===== config.mk =====
export PLATFORM = sky130hd
export DESIGN_NAME = fsm_mini_tx
export DESIGN_NICKNAME = d
export VERILOG_FILES = /design/src/rtl/fsm_mini_tx.sv
export SDC_FILE = /design/constraint.sdc
export NUM_CORES = 1
export LEC_CHECK = 0
export BUFFER_PORTS_ARGS = -buffer_cell sky130_fd_sc_hd__buf_2
export CAP_MARGIN = 20
export CORE_AREA = 4 4 65 67
export CTS_CLUSTER_DIAMETER = 80
export DETAILED_ROUTE_END_ITERATION = 8
export DIE_AREA = 0 0 69 71
export PLACE_DENSITY = 0.76
export SETUP_SLACK_MARGIN = 0.5
export SYNTH_ARGS = -nofsm -noshare
export SYNTH_HDL_FRONTEND = slang
export SYNTH_SLANG_ARGS = --single-unit

===== constraint.sdc =====
create_clock -name clk -period 1.6 [get_ports clk]
set_clock_uncertainty 0.05 [all_clocks]
set_input_delay 0.32 -clock clk [delete_from_list [all_inputs] [get_ports clk]]
set_output_delay 0.32 -clock clk [all_outputs]
set_load 0.03 [all_outputs]

===== src/rtl/fsm_mini_tx.sv =====
// fsm_mini_tx: drives the fsm_mini receiver from a host valid/ready byte stream.
// Optional retry loop is compiled in when FSM_MINI_TX_RETRY_EN is defined.
module fsm_mini_tx #(
    parameter int TIMEOUT_W = 8,
    parameter int MAX_RETRY = 3
) (
    input  logic       clk,
    input  logic       rst,
    input  logic       in_valid,
    output logic       in_ready,
    input  logic [7:0] in_data,
    output logic       tx_start,
    output logic [7:0] tx_data,
    input  logic [7:0] rx_data,
    input  logic       rx_done,
    output logic       resp_valid,
    input  logic       resp_ready,
    output logic [7:0] resp_data,
    output logic       resp_err,
    output logic       resp_timeout,
    output logic       busy
);

    typedef enum logic [2:0] {
        S_IDLE,
        S_START,
        S_HDR,
        S_PAY,
        S_WAIT,
        S_REC,
        S_RESP
    } state_t;

    state_t               state_q, state_d;
    logic [7:0]           pay_q, pay_d;
    logic [TIMEOUT_W-1:0] to_cnt_q, to_cnt_d;
    logic [TIMEOUT_W-1:0] to_inc;
    logic                 rec_q, rec_d;
    logic                 cause_err_q, cause_err_d;
    logic                 cause_to_q, cause_to_d;
    logic [7:0]           rdata_q, rdata_d;
    logic                 rerr_q, rerr_d;
    logic                 rto_q, rto_d;
    logic                 rdy_q, rdy_d;
    logic                 accept;
    logic                 retry_ok;

    assign accept = (state_q == S_IDLE) && in_valid && rdy_q;

`ifdef FSM_MINI_TX_RETRY_EN
    localparam logic [2:0] MAX_R = 3'(MAX_RETRY);

    logic [2:0] retry_q, retry_d;

    // retry counter: cleared per request, bumped on each loop back to START
    always_ff @(posedge clk) begin
        if (rst) begin
            retry_q <= 3'd0;
        end else begin
            retry_q <= retry_d;
        end
    end

    // retry counter next value, saturating at MAX_RETRY
    always_comb begin
        retry_d = retry_q;
        if (accept) begin
            retry_d = 3'd0;
        end else if (state_q == S_REC && rec_q && retry_q < MAX_R) begin
            retry_d = retry_q + 3'd1;
        end
    end

    assign retry_ok = (retry_q < MAX_R);
`else
    logic unused_max_retry;

    assign retry_ok         = 1'b0;
    assign unused_max_retry = (MAX_RETRY != 0);
`endif

    // state and datapath registers
    always_ff @(posedge clk) begin
        if (rst) begin
            state_q     <= S_IDLE;
            pay_q       <= 8'h00;
            to_cnt_q    <= '0;
            rec_q       <= 1'b0;
            cause_err_q <= 1'b0;
            cause_to_q  <= 1'b0;
            rdata_q     <= 8'h00;
            rerr_q      <= 1'b0;
            rto_q       <= 1'b0;
            rdy_q       <= 1'b0;
        end else begin
            state_q     <= state_d;
            pay_q       <= pay_d;
            to_cnt_q    <= to_cnt_d;
            rec_q       <= rec_d;
            cause_err_q <= cause_err_d;
            cause_to_q  <= cause_to_d;
            rdata_q     <= rdata_d;
            rerr_q      <= rerr_d;
            rto_q       <= rto_d;
            rdy_q       <= rdy_d;
        end
    end

    // next-state, counters and response capture
    always_comb begin
        state_d     = state_q;
        pay_d       = pay_q;
        to_cnt_d    = to_cnt_q;
        rec_d       = 1'b0;
        cause_err_d = cause_err_q;
        cause_to_d  = cause_to_q;
        rdata_d     = rdata_q;
        rerr_d      = rerr_q;
        rto_d       = rto_q;
        to_inc      = to_cnt_q + TIMEOUT_W'(1);

        unique case (state_q)
            S_IDLE: begin
                if (accept) begin
                    pay_d       = in_data;
                    to_cnt_d    = '0;
                    cause_err_d = 1'b0;
                    cause_to_d  = 1'b0;
                    rdata_d     = 8'h00;
                    rerr_d      = 1'b0;
                    rto_d       = 1'b0;
                    state_d     = S_START;
                end
            end
            S_START: state_d = S_HDR;
            S_HDR:   state_d = S_PAY;
            S_PAY: begin
                to_cnt_d = '0;
                state_d  = S_WAIT;
            end
            S_WAIT: begin
                to_cnt_d = to_inc;
                if (rx_done) begin
                    rdata_d = rx_data;
                    rerr_d  = 1'b0;
                    rto_d   = 1'b0;
                    state_d = S_RESP;
                end else if (rx_data == 8'hEE) begin
                    cause_err_d = 1'b1;
                    cause_to_d  = 1'b0;
                    state_d     = S_REC;
                end else if (to_inc == '1) begin
                    cause_err_d = 1'b0;
                    cause_to_d  = 1'b1;
                    state_d     = S_REC;
                end
            end
            S_REC: begin
                if (!rec_q) begin
                    rec_d = 1'b1;
                end else if (retry_ok) begin
                    state_d = S_START;
                end else begin
                    rdata_d = 8'h00;
                    rerr_d  = cause_err_q;
                    rto_d   = cause_to_q;
                    state_d = S_RESP;
                end
            end
            S_RESP: begin
                if (resp_ready) begin
                    state_d = S_IDLE;
                end
            end
            default: state_d = S_IDLE;
        endcase

        rdy_d = (state_d == S_IDLE);
    end

    // receiver-side drive decoded from state only
    always_comb begin
        tx_data = 8'h00;
        unique case (state_q)
            S_HDR:         tx_data = 8'h01;
            S_PAY, S_WAIT: tx_data = pay_q;
            S_REC:         tx_data = 8'h07;
            default:       tx_data = 8'h00;
        endcase
    end

    assign tx_start     = (state_q == S_START);
    assign in_ready     = rdy_q;
    assign resp_valid   = (state_q == S_RESP);
    assign resp_data    = rdata_q;
    assign resp_err     = rerr_q;
    assign resp_timeout = rto_q;
    assign busy         = (state_q != S_IDLE);

endmodule


==> impl_metrics.env <==
export IMPL_clock_latency_ns=0.29
export IMPL_num_io_pins=43
export IMPL_ff2ff_path_depth=6
export IMPL_synth_mux_area_share_pct=0.676
export IMPL_ys_ff_latch=33
export IMPL_final_layout_size_suffix_gt1_share_pct=66.8
export IMPL_hold_depth=3
export IMPL_powerDensity_nw_per_um2=806
export IMPL_outcome="finished, violations left"
export IMPL_initial_core_util_pct=45.9
export IMPL_synth_compound_area_share_pct=21.6
export IMPL_r2r_slack_ns=-0.49
export IMPL_io_buffers=42
export IMPL_path_max_fanout=4
export IMPL_critPathCaptureType="register"
export IMPL_ys_warn_count=0
export IMPL_crit_chain="or3b_4 -> buf_4 -> o221ai_1 -> a21boi_0 -> or4b_1 -> o41ai_1"
export IMPL_root_buffer="clkbuf_8"
export IMPL_slew_violations=0
export IMPL_peakVddDrop_v=0.000638
export IMPL_relSlewSlack_pct=71.7
export IMPL_synth_area_um2=1670
export IMPL_synthFlopType="dfxtp_1"
export IMPL_setup_viol=37
export IMPL_synth_distinct_cells=48
export IMPL_cts_tree="done"
export IMPL_synth_cells=217
export IMPL_yosys_area_share_simple_pct=30.0
export IMPL_worstPathRequired_ns=1.72
export IMPL_worstMarginPinSlew_ns=0.424
export IMPL_dr_first_iter_drc_count=334
export IMPL_critPathLaunch="state_q[2]"
export IMPL_dp_hpwl_mm=3.22
export IMPL_synth_top_cell_area_share_pct=39.6
export IMPL_synth_nets=240
export IMPL_areaGrowthSynthToFinish_pct=81.0
export IMPL_ctsHtreeMaxLevel=2
export IMPL_grt_setup_unrepaired="yes"
export IMPL_core_area_um2=3630
export IMPL_fillers=167
export IMPL_drtPass1Iterations=6
export IMPL_power_total_w=0.00243
export IMPL_hold_viol=0
export IMPL_cts_hold_buf=0
export IMPL_avgViaCountPerCell=6.48
export IMPL_cp_slowest_stage_delay_ns=0.41
export IMPL_yosys_top_cells_area="dfxtp_1, nand2_1, a21oi_1"
export IMPL_synth_top_family_by_area="simple AND/OR/NAND/NOR gates"
export IMPL_reg2reg_from="state_q[2]"
export IMPL_insertedDiodeCount=0
export IMPL_cap_violations=0
export IMPL_ys_seq_area_share_pct=39.6
export IMPL_clkSinkCount=33
export IMPL_ant_nets=0
export IMPL_final_common_cell="buf_4"
export IMPL_dp_cells=327
export IMPL_yosysTopAreaCell="dfxtp_1"
export IMPL_instances_no_fill=349
export IMPL_synth_edf_count=0
export IMPL_overflow=0
export IMPL_critical_path_arrival_ns=2.21
export IMPL_hold_class="in2reg"
export IMPL_synthArstFlopShare_pct=0
export IMPL_antenna_found_initial=0
export IMPL_reg2reg_to="cause_to_q"
export IMPL_fin_crit_sh_pct=131
export IMPL_drt_wirelength_per_cell_um=24.6
export IMPL_totalWireLength_mm=8.58
export IMPL_clk_pin_slew_ns=0.07
export IMPL_fin_nets=323
export IMPL_crit_path_start_kind="register"
export IMPL_cts_made_buffers=5
export IMPL_fmax_ghz=0.478
export IMPL_cp_slowest_cell="or3b_4"
export IMPL_grtUsageTotal_pct=26.0
export IMPL_setup_slack_ns=-0.493
export IMPL_die_h_um=71
export IMPL_cp_endpoint="cause_to_q"
export IMPL_grt_pass1_vias=2150
export IMPL_cts_buffer_depth=2
export IMPL_violations="negative setup slack"
export IMPL_drcViolationCount=0
export IMPL_worst_setup_path_type="reg2reg"
export IMPL_vias=2263
export IMPL_num_rows=22
export IMPL_grt_max_degree=24
export IMPL_syn_area_per_cell_um2=7.68
export IMPL_synth_xor_area_share_pct=1.58
export IMPL_most_common_layout_cells="buf_4, buf_6, nand2_1"
export IMPL_synth_adder_area_share_pct=1.50
export IMPL_layout_min_cycle_time_ns=2.09
export IMPL_p_leak_nw=1.12
export IMPL_dieArea_um2=4900
export IMPL_gp_congestion=0.849
export IMPL_fp_dieW_um=69
export IMPL_grt_pass1_wl_mm=10.4
[cell usage after synthesis (all sizes together), types with 3 or more instances]
master,number
a311oi,4
nand3,14
a31oi,4
nor3,4
nor2,20
dfxtp,33
o21ai,8
nand2,43
inv,5
clkbuf,5
buf,8
a211oi,3
and2,6
a21oi,25
or3,3
[through the flow]
stage               hold WS [ns]  utilization, %  setup slack, ns  instance area [um^2]  TNS (ns)
floorplan                  0.382               -          -0.0880                  1820     -1.05
global placement           0.386            61.9          -0.0971                  2250     -1.51
detailed placement         0.392            61.9           -0.178                  2250     -2.00
CTS                        0.234            77.0           -0.244                  2800     -2.23
global route               0.230            83.0           -0.556                  3020     -6.54
finish                     0.234            83.0           -0.493                  3020     -5.44
[cell type report]
cell class	count	area (um^2)	area share, %
multi-input combinational	168	1380	45.6
clock buffer	7	96.3	3.19
sequential	33	699	23.2
tap	48	60.1	1.99
inverter	5	30.0	0.995
timing repair buffer	87	751	24.9
clock inverter	1	5.00	0.166
[how the worst min path moves through the flow]
stage	start	to	slack [ns]
3_5_place_dp	resp_data[3]	resp_data[3]	0.39
4_1_cts	in_data[3]	pay_q[3]	0.23
2_1_floorplan	pay_q[3]	pay_q[3]	0.38
5_1_grt	rx_data[2]	resp_data[2]	0.23
6_report	rx_data[2]	resp_data[2]	0.23
3_3_place_gp	resp_data[3]	resp_data[3]	0.39
[flip-flops by register name, indices dropped and copies added, names as in the netlist]
| name | count |
|---|---|
| resp_err | 1 |
| in_ready | 1 |
| rec_q | 1 |
| resp_timeout | 1 |
| cause_to_q | 1 |
| cause_err_q | 1 |
| resp_data | 8 |
| pay_q | 8 |
| state_q | 3 |
| to_cnt_q | 8 |
[critical path, delay by kind of cell, from the launching register on]
kind            cells  cell delay (ns)
compound gates      3             0.79
buf+inv             1             0.18
simple gates        2             0.59
flops               1             0.37
[layer usage]
| layer | wire length [um] | up-vias | GRT usage [%] |
|---|---|---|---|
| met1 | 3110 | 1062 | 27.8 |
| met3 | 681 | 70 | 4.69 |
| met5 | 0 | - | 0 |
| met2 | 4140 | 196 | 48.7 |
| li1 | - | 935 | - |
| met4 | 652 | 0 | 12.8 |
[power breakdown]
group	total (W)	internal [W]	switching, W	leakage, nW
sequential	0.000902	0.000856	0.0000463	0.278
clock	0.000714	0.000389	0.000325	0.0542
combinational	0.000816	0.000355	0.000461	0.787
[cells by family after synthesis]
family,after synthesis
xor+xnor,3
buf+inv,18
flops,33
fa+ha+maj,2
simple gates,104
mux,1
compound gates,56
[what timing repair did]
action,CTS,global route
pin swaps,56,17
endpoints found under the setup margin,55,55
gates resized for setup,109,50
cloned,2,0
setup buffers,10,2
(Power assumes the default switching activity.)
